<file path="src/rtl/pkt_scheduler.sv">
// Purpose : round-robin, token-bucket-paced scheduler draining NUM_QUEUES descriptor FIFOs into one builder port.
// Latency : pop in IDLE at cycle N, WAIT_TOKEN at N+1, sched_vld earliest N+2; at least 3 cycles per descriptor.
// Backpres: sched_vld holds with a stable payload until sched_ready; no pop happens until the descriptor is accepted.
//
// Ports:
//   clk, resetn          clock, asynchronous active-low reset
//   fifo_data_in         flattened fall-through FIFO heads, {tuple, len[15:0]} per queue
//   fifo_empty           per-queue empty flags
//   fifo_rd_en           one-hot pop strobe, only in IDLE, never to an empty queue
//   cfg_enable           allows new arbitration (does not abort a captured descriptor)
//   cfg_rate             tokens (bytes) added every cycle
//   cfg_bucket_max       token bucket ceiling
//   sched_*              issued descriptor, valid/ready handshake
//   sched_busy           high whenever a descriptor is held
//   pkt_count            descriptors accepted since reset (wraps)
module pkt_scheduler #(
    parameter int NUM_QUEUES      = 4,
    parameter int PKT_TUPLE_WIDTH = 104,
    parameter int TOKEN_WIDTH     = 24,
    localparam int QW = (NUM_QUEUES > 1) ? $clog2(NUM_QUEUES) : 1,
    localparam int EW = PKT_TUPLE_WIDTH + 16
) (
    input  logic                       clk,
    input  logic                       resetn,
    input  logic [NUM_QUEUES*EW-1:0]   fifo_data_in,
    input  logic [NUM_QUEUES-1:0]      fifo_empty,
    output logic [NUM_QUEUES-1:0]      fifo_rd_en,
    input  logic                       cfg_enable,
    input  logic [TOKEN_WIDTH-1:0]     cfg_rate,
    input  logic [TOKEN_WIDTH-1:0]     cfg_bucket_max,
    output logic [PKT_TUPLE_WIDTH-1:0] sched_tuple,
    output logic [15:0]                sched_len,
    output logic [QW-1:0]              sched_qid,
    output logic                       sched_vld,
    input  logic                       sched_ready,
    output logic                       sched_busy,
    output logic [31:0]                pkt_count
);

    localparam logic [1:0] IDLE       = 2'd0;
    localparam logic [1:0] WAIT_TOKEN = 2'd1;
    localparam logic [1:0] SEND       = 2'd2;

    logic [1:0]             state;
    logic [QW-1:0]          last_grant;
    logic [QW-1:0]          winner;
    logic [QW-1:0]          cand;
    logic                   found;
    logic                   pick;
    logic [EW-1:0]          head;
    logic [TOKEN_WIDTH-1:0] tokens;
    logic [TOKEN_WIDTH-1:0] charge;
    logic [TOKEN_WIDTH-1:0] debit;
    logic                   tok_ok;
    logic [TOKEN_WIDTH:0]   tok_sum;
    logic [TOKEN_WIDTH-1:0] tok_next;

    // Round-robin search: first non-empty queue starting just after the last granted one.
    always_comb begin
        found  = 1'b0;
        winner = '0;
        cand   = '0;
        for (int k = 1; k <= NUM_QUEUES; k++) begin
            cand = QW'((int'(last_grant) + k) % NUM_QUEUES);
            if (!found && !fifo_empty[cand]) begin
                found  = 1'b1;
                winner = cand;
            end
        end
    end

    assign pick = (state == IDLE) && cfg_enable && found;
    assign head = fifo_data_in[int'(winner)*EW +: EW];

    // The pop strobe is combinational, so it is also gated by reset to keep
    // queues untouched while the block is held in reset.
    assign fifo_rd_en = (pick && resetn) ? (NUM_QUEUES'(1) << winner) : '0;

    // Oversized packets are charged a full bucket so they can never deadlock.
    assign charge = ({{TOKEN_WIDTH{1'b0}}, sched_len} > {16'd0, cfg_bucket_max})
                    ? cfg_bucket_max : TOKEN_WIDTH'(sched_len);
    assign tok_ok = (tokens >= charge);
    assign debit  = ((state == WAIT_TOKEN) && tok_ok) ? charge : '0;

    // One extra bit of headroom: debit never exceeds tokens, and the add can
    // only exceed the ceiling, which is clamped straight back.
    assign tok_sum  = {1'b0, tokens} - {1'b0, debit} + {1'b0, cfg_rate};
    assign tok_next = (tok_sum > {1'b0, cfg_bucket_max}) ? cfg_bucket_max
                                                          : tok_sum[TOKEN_WIDTH-1:0];

    assign sched_vld  = (state == SEND);
    assign sched_busy = (state != IDLE);

    always_ff @(posedge clk or negedge resetn) begin
        if (!resetn) begin
            state       <= IDLE;
            tokens      <= '0;
            last_grant  <= QW'(NUM_QUEUES - 1);
            sched_tuple <= '0;
            sched_len   <= '0;
            sched_qid   <= '0;
            pkt_count   <= '0;
        end else begin
            tokens <= tok_next;
            case (state)
                IDLE: begin
                    if (pick) begin
                        sched_tuple <= head[EW-1:16];
                        sched_len   <= head[15:0];
                        sched_qid   <= winner;
                        state       <= WAIT_TOKEN;
                    end
                end
                WAIT_TOKEN: begin
                    if (tok_ok) begin
                        state <= SEND;
                    end
                end
                SEND: begin
                    if (sched_ready) begin
                        pkt_count  <= pkt_count + 32'd1;
                        last_grant <= sched_qid;
                        state      <= IDLE;
                    end
                end
                default: state <= IDLE;
            endcase
        end
    end

endmodule

</file>
<file path="config.mk">
export PLATFORM = sky130hd
export DESIGN_NAME = pkt_scheduler
export DESIGN_NICKNAME = d
export VERILOG_FILES = /design/src/rtl/pkt_scheduler.sv
export SDC_FILE = /design/constraint.sdc
export NUM_CORES = 1
export LEC_CHECK = 0
export CAP_MARGIN = 25
export CELL_PAD_IN_SITES_DETAIL_PLACEMENT = 0
export CELL_PAD_IN_SITES_GLOBAL_PLACEMENT = 1
export CORE_AREA = 3 3 270 272
export DETAILED_ROUTE_END_ITERATION = 8
export DIE_AREA = 0 0 273 275
export GPL_TIMING_DRIVEN = 0
export PLACE_DENSITY = 0.7
export REMOVE_ABC_BUFFERS = 1
export SKIP_LAST_GASP = 1
export SLEW_MARGIN = 20
export SYNTH_ARGS = -nofsm -noshare
export SYNTH_HDL_FRONTEND = slang
export SYNTH_SLANG_ARGS = --single-unit
export TNS_END_PERCENT = 30
</file>
<file path="constraint.sdc">
create_clock -name clk -period 20.7 [get_ports clk]
set_clock_uncertainty 0.15 [all_clocks]
set_input_delay 2.07 -clock clk [delete_from_list [all_inputs] [get_ports clk]]
set_output_delay 2.07 -clock clk [all_outputs]
set_load 0.1 [all_outputs]
</file>
== Word level (Yosys, flattened, before mapping) ==
Index checks and enable logic that the tools add are counted.
Word-level totals
  register bits after elaboration: 182
  input port bits: 536
  output and inout port bits: 160
Operators by class
  add/subtract/negate cells: 7
  $mul: 1
  magnitude comparators: 7
  equal/unequal tests: 5
  shift operators: 2
  multiplexer cells: 24
  reduce and logical (&&, ||, !) cells: 17
Operators by type and width (number)
  indexed part select 480 x 10 -> 120 bit: 1
  2-to-1 mux 24 bit: 3
  adder 32 x 1 -> 32 bit, second input constant: 1
  adder 25 x 24 -> 25 bit: 1
  greater-than comparator 25 x 24 -> 1 bit: 1
  subtractor 24 x 24 -> 25 bit: 1
  greater-or-equal comparator 24 bit: 1
  greater-than comparator 16 x 24 -> 1 bit: 1
  2-to-1 mux 2 bit: 7
  less-than comparator 2 x 3 -> 1 bit, second input constant: 4
  binary-select mux 1 bit (select 2 bit): 4
  2-to-1 mux 1 bit: 8
  logical AND 1 bit: 7
  multiplier 2 x 4 -> 6 bit, second input constant: 1
  case mux 2 bit (3 select lines): 1
  zero test 1 bit: 5
  adder 2 x 1 -> 2 bit, second input constant: 2
  adder 2 bit, second input constant: 2
  2-to-1 mux 4 bit: 1
  inequality test 2 bit, second input constant: 2
  AND reduction 2 bit: 2
  << shifter 1 x 2 -> 4 bit, first input constant: 1
  AND reduction 3 bit: 1
  equality test 2 x 1 -> 1 bit, second input constant: 1
  4 further kinds: 4

== Longest topological paths before layout ==
  word-level depth: 15
  mapped depth: 42
  depth with buffers taken out: 40

== Worst setup path after synthesis ==
OpenSTA, ideal clock, no wires.
  path kind: input-to-reg
  start point: in cfg_bucket_max[1]
  end point: reg tokens[13]
  data arrival time: 10.084 ns
  required time: 20.425 ns
  path slack: 10.341 ns
  stages: 40
  cell sequence: inv_1 > ha_1 > nor2b_1 > o21a_1 > o21a_1 > o211ai_1 > a21boi_0 > o211ai_1 > clkbuf_1 > nand3_1 > and2_1 > ha_1 > or2_2 > a21oi_1 > a21oi_1 > a31oi_1 > o211ai_1 > o2111ai_1 > [4 not listed] > ha_1 > a21oi_1 > o21ai_0 > a41oi_4 > o21ai_2 > a221o_2 > a31oi_1 > xnor2_1 > ha_1 > a21o_1 > a21oi_1 > o221ai_1 > a2111oi_0 > a21oi_1 > nor2b_1 > mux2i_2 > buf_6 > mux2_4
On the way
  longest elaborated chain between the ends: 9
Ends and longest elaborated chain
  start, declared: line 30  | input logic [TOKEN_WIDTH-1:0] cfg_bucket_max,
  greater-than comparator 16 x 24 -> 1 bit: line 80  | assign charge = ({{TOKEN_WIDTH{1'b0}}, sched_len} > {16'd0, cfg_bucket_max})
  2-to-1 mux 24 bit: line 81  | ? cfg_bucket_max : TOKEN_WIDTH'(sched_len);
  greater-or-equal comparator 24 bit: line 82  | assign tok_ok = (tokens >= charge);
  logical AND 1 bit: line 83  | assign debit = ((state == WAIT_TOKEN) && tok_ok) ? charge : '0;
  2-to-1 mux 24 bit: line 83
  subtractor 24 x 24 -> 25 bit: line 87  | assign tok_sum = {1'b0, tokens} - {1'b0, debit} + {1'b0, cfg_rate};
  adder 25 x 24 -> 25 bit: line 87
  greater-than comparator 25 x 24 -> 1 bit: line 88  | assign tok_next = (tok_sum > {1'b0, cfg_bucket_max}) ? cfg_bucket_max
  2-to-1 mux 24 bit *: line 88
  via tok_next[13]: line 56  | logic [TOKEN_WIDTH-1:0] tok_next;
  end signal, assigned: line 104  | tokens <= tok_next;
  end, declared: line 51  | logic [TOKEN_WIDTH-1:0] tokens;
The timed path passes the listed nets; every way through them passes the cells marked *.
A chain may end at the register's enable or synchronous reset.

== Worst setup path after layout ==
  start point: in cfg_bucket_max[1]
  end point: reg tokens[3]
Same word-level chain as after synthesis.

==> results.cfg <==
[run_status]
status = finished, final reports clean

[power]
net-switching-power_mw = 2.482
p_seq_share_pct = 14.3
p_int_mw = 1.794
power_frac_comb_pct = 77.4
vdd_drop_max_uv = 95.49
power_leakage_nw = 10.41
p_sw_share_pct = 58.04
power_density_nw_per_um2 = 180.6
total_power_mw = 4.276
pwr-share-clk_pct = 8.2

[clock_network]
cts_tree = built
insertion_delay_ns = 0.48
clk_pin_slew_ns = 0.08
cts_setup_buffers = 0
ctsLongestPathBuffers = 2
ctsResizeCount = 0
cts_hold_repair.buffers = 0
cts.sinks = 182
clock-root-buffer = clkbuf_16
htree_levels = 4
cts_buffers = 17

[logic_synthesis]
syn_inst = 2058
yosysWarnings = 0
yosys.cell_types.count = 58
synth-simple-area-share_pct = 29.44
synth-async-reset-ratio_pct = 100.0
synth.avg_cell_area_um2 = 7.010
synth_top_family_by_area = simple AND/OR/NAND/NOR gates
syn-cell-area_um2 = 14430
synth-xor-area-share_pct = 2.975
synth_compound_area_share_pct = 15.86
seq_area_frac_synth_pct = 31.58
synth_fa_ha_area_share_pct = 11.14
synth_edf_count = 0
ys_ff_latch = 182
synthFlopType = dfrtp_1
synthMuxAreaShare_pct = 2.289

[grt]
antenna_found_initial = 12
grt_max_degree = 72
first_global_vias = 15560
overflow = 0
grtUsageTotal_pct = 18.57
grt_pass1_wl_um = 102000

[layout]
final_cell_mix = clkdlybuf4s50_1 (676), nor2_1 (393), nand2_1 (391)
nets = 3357
multi_input_area_um2 = 9020
areaGrowthSynthToFinish_pct = 64.06
final_layout_size_suffix_gt1_share_pct = 4.890
final_util_pct = 33.34
final_common_cell = clkdlybuf4s50_1
area.sequential_um2 = 4557
final.fill_count = 7594

[floorplanning]
start_util_pct = 20.32
coreArea_um2 = 71000
die_y_um = 275
dieArea_um2 = 75080
io_pins = 696
die_x_um = 273
rows = 98

[timing]
setup_ws_ns = 8.178
post-route-period-util_pct = 60.49
fmax_ghz = 0.07986
finalSetupViolCount = 0
worst_slew_pin_slew_ns = 1.110
max_slew_margin_pct = 25.80
worst_hold_slack_ns = 0.3244
hold_viol_final = 0
final_max_slew_viol_count = 0
grt_setup_unrepaired = false
period_needed_ns = 12.52

[placement]
dp_hpwl_um = 60100
dp_slack_ns = 7.721
port_buffers = 695
gp_congestion = 0.8648

[hold_path]
min_path_type = register to register

[worst_setup_path]
critPathMaxFanout = 16
cpMostUsedCell = a21oi_1
slowest_stage = a2111oi_0
crit_family = compound AO/OA/AOI/OAI gates
slowest_delay_ns = 0.90
r2r_setup_slack_ns = 9.90
worst-setup-path-type = input port to register
startpoint_type = input port
cp-end-kind = register
worst_ep_required_time_ns = 20.92
crit_arrival_ns = 12.74
critical_path_buf_inv_count = 5

[detailed_routing]
wirelength_um = 72000
vias = 15880
final_antenna_net_count = 0
wire_per_inst_um = 19.58
drtIter0Drc = 908
vias_per_cell = 4.319
drc = 0
dr.pass1.iters = 5

[run]
maxCapViolCount = 0
-- metal layers --
| layer | track usage [%] | vias to the layer above | wire, µm |
|---|---|---|---|
| li1 | - | 8098 | - |
| met1 | 22.18 | 7208 | 29660 |
| met2 | 31.72 | 498 | 35160 |
| met3 | 5.390 | 74 | 5151 |
| met4 | 6.657 | 4 | 1999 |
| met5 | 0 | - | 23 |
-- worst paths after layout --
path | depth (start not counted) | from | to
setup / recovery | 41 | cfg_bucket_max[1] | tokens[3]
hold / removal | 2 | sched_tuple[88] | sched_tuple[88]
setup reg to reg | 39 | sched_len[1] | tokens[3]
hold reg to reg | 2 | sched_tuple[88] | sched_tuple[88]
max in group asynchronous | 3 | resetn | last_grant[0]
min in group asynchronous | 1 | resetn | tokens[21]
-- synth_stat cells, types with 5 or more instances --
cell      count  area share (%)
nor2_1      393              10
nand2_1     391              10
o21ai_0     276             9.6
dfrtp_1     180              31
nand3_1     163             5.7
inv_1       135             3.5
clkbuf_1    106             2.8
ha_1         90             7.8
a21oi_1      52             1.8
xnor2_1      41             2.5
mux2_2       25             2.0
a21o_1       24             1.2
fa_1         24             3.3
nand4_1      22            0.95
and2_1       16            0.69
and3_1        9            0.39
buf_1         9            0.23
o211ai_1      9            0.47
xor2_1        8            0.49
nor3_1        7            0.24
nor2b_1       6            0.26
o21a_1        6            0.31
a31oi_1       5            0.22
-- power groups by stage --
stage	clock network (mW)	registers (mW)	logic (mW)
6_report	0.352	0.613	3.31
5_1_grt	0.382	0.636	3.57
4_1_cts	0.372	0.616	3.33
3_5_place_dp	0	0.622	3.32
3_3_place_gp	0	0.623	3.40
2_1_floorplan	0	1.46	1.48
-- cells by family (layout without fill, tap and decap cells) --
group / count (synthesis) / after routing
and+or+nand+nor: 1025 / 1025
AOI/OAI and AO/OA: 405 / 405
buffers and inverters: 252 / 900
DFF: 182 / 182
adders and majority gates: 114 / 114
xor gates and xnor gates: 49 / 49
muxes: 29 / 29
other: 2 / 23
-- worst min-delay path: stages, from the launching register on --
cell     delay [ns]
dfrtp_1        0.34
nand2_1        0.04
o21ai_0        0.06
-- area by class of cell --
| type | count | area share, % |
|---|---|---|
| repair buffers | 733 | 32.87 |
| clock buffers | 19 | 1.871 |
| clock inverters | 13 | 0.6660 |
| multi-input cells | 1638 | 38.11 |
| diodes | 7 | 0.07400 |
| inverters | 135 | 2.141 |
| well taps | 950 | 5.022 |
| flip-flops and latches | 182 | 19.25 |
-- metrics by stage --
step                cell area, µm²  TNS, ns  cells
floorplan                    14030        0   1955
global placement             22170   -3.515   3600
detailed placement           23050        0   3638
CTS                          23650        0   3670
global route                 23660        0   3674
finish                       23670        0   3677
-- sequential cells by signal, indices dropped and copies added (netlist names) --
signal,flops
sched_tuple,104
pkt_count,32
tokens,24
sched_len,16
last_grant,2
sched_qid,2
state,2
(Power assumes the default switching activity.)
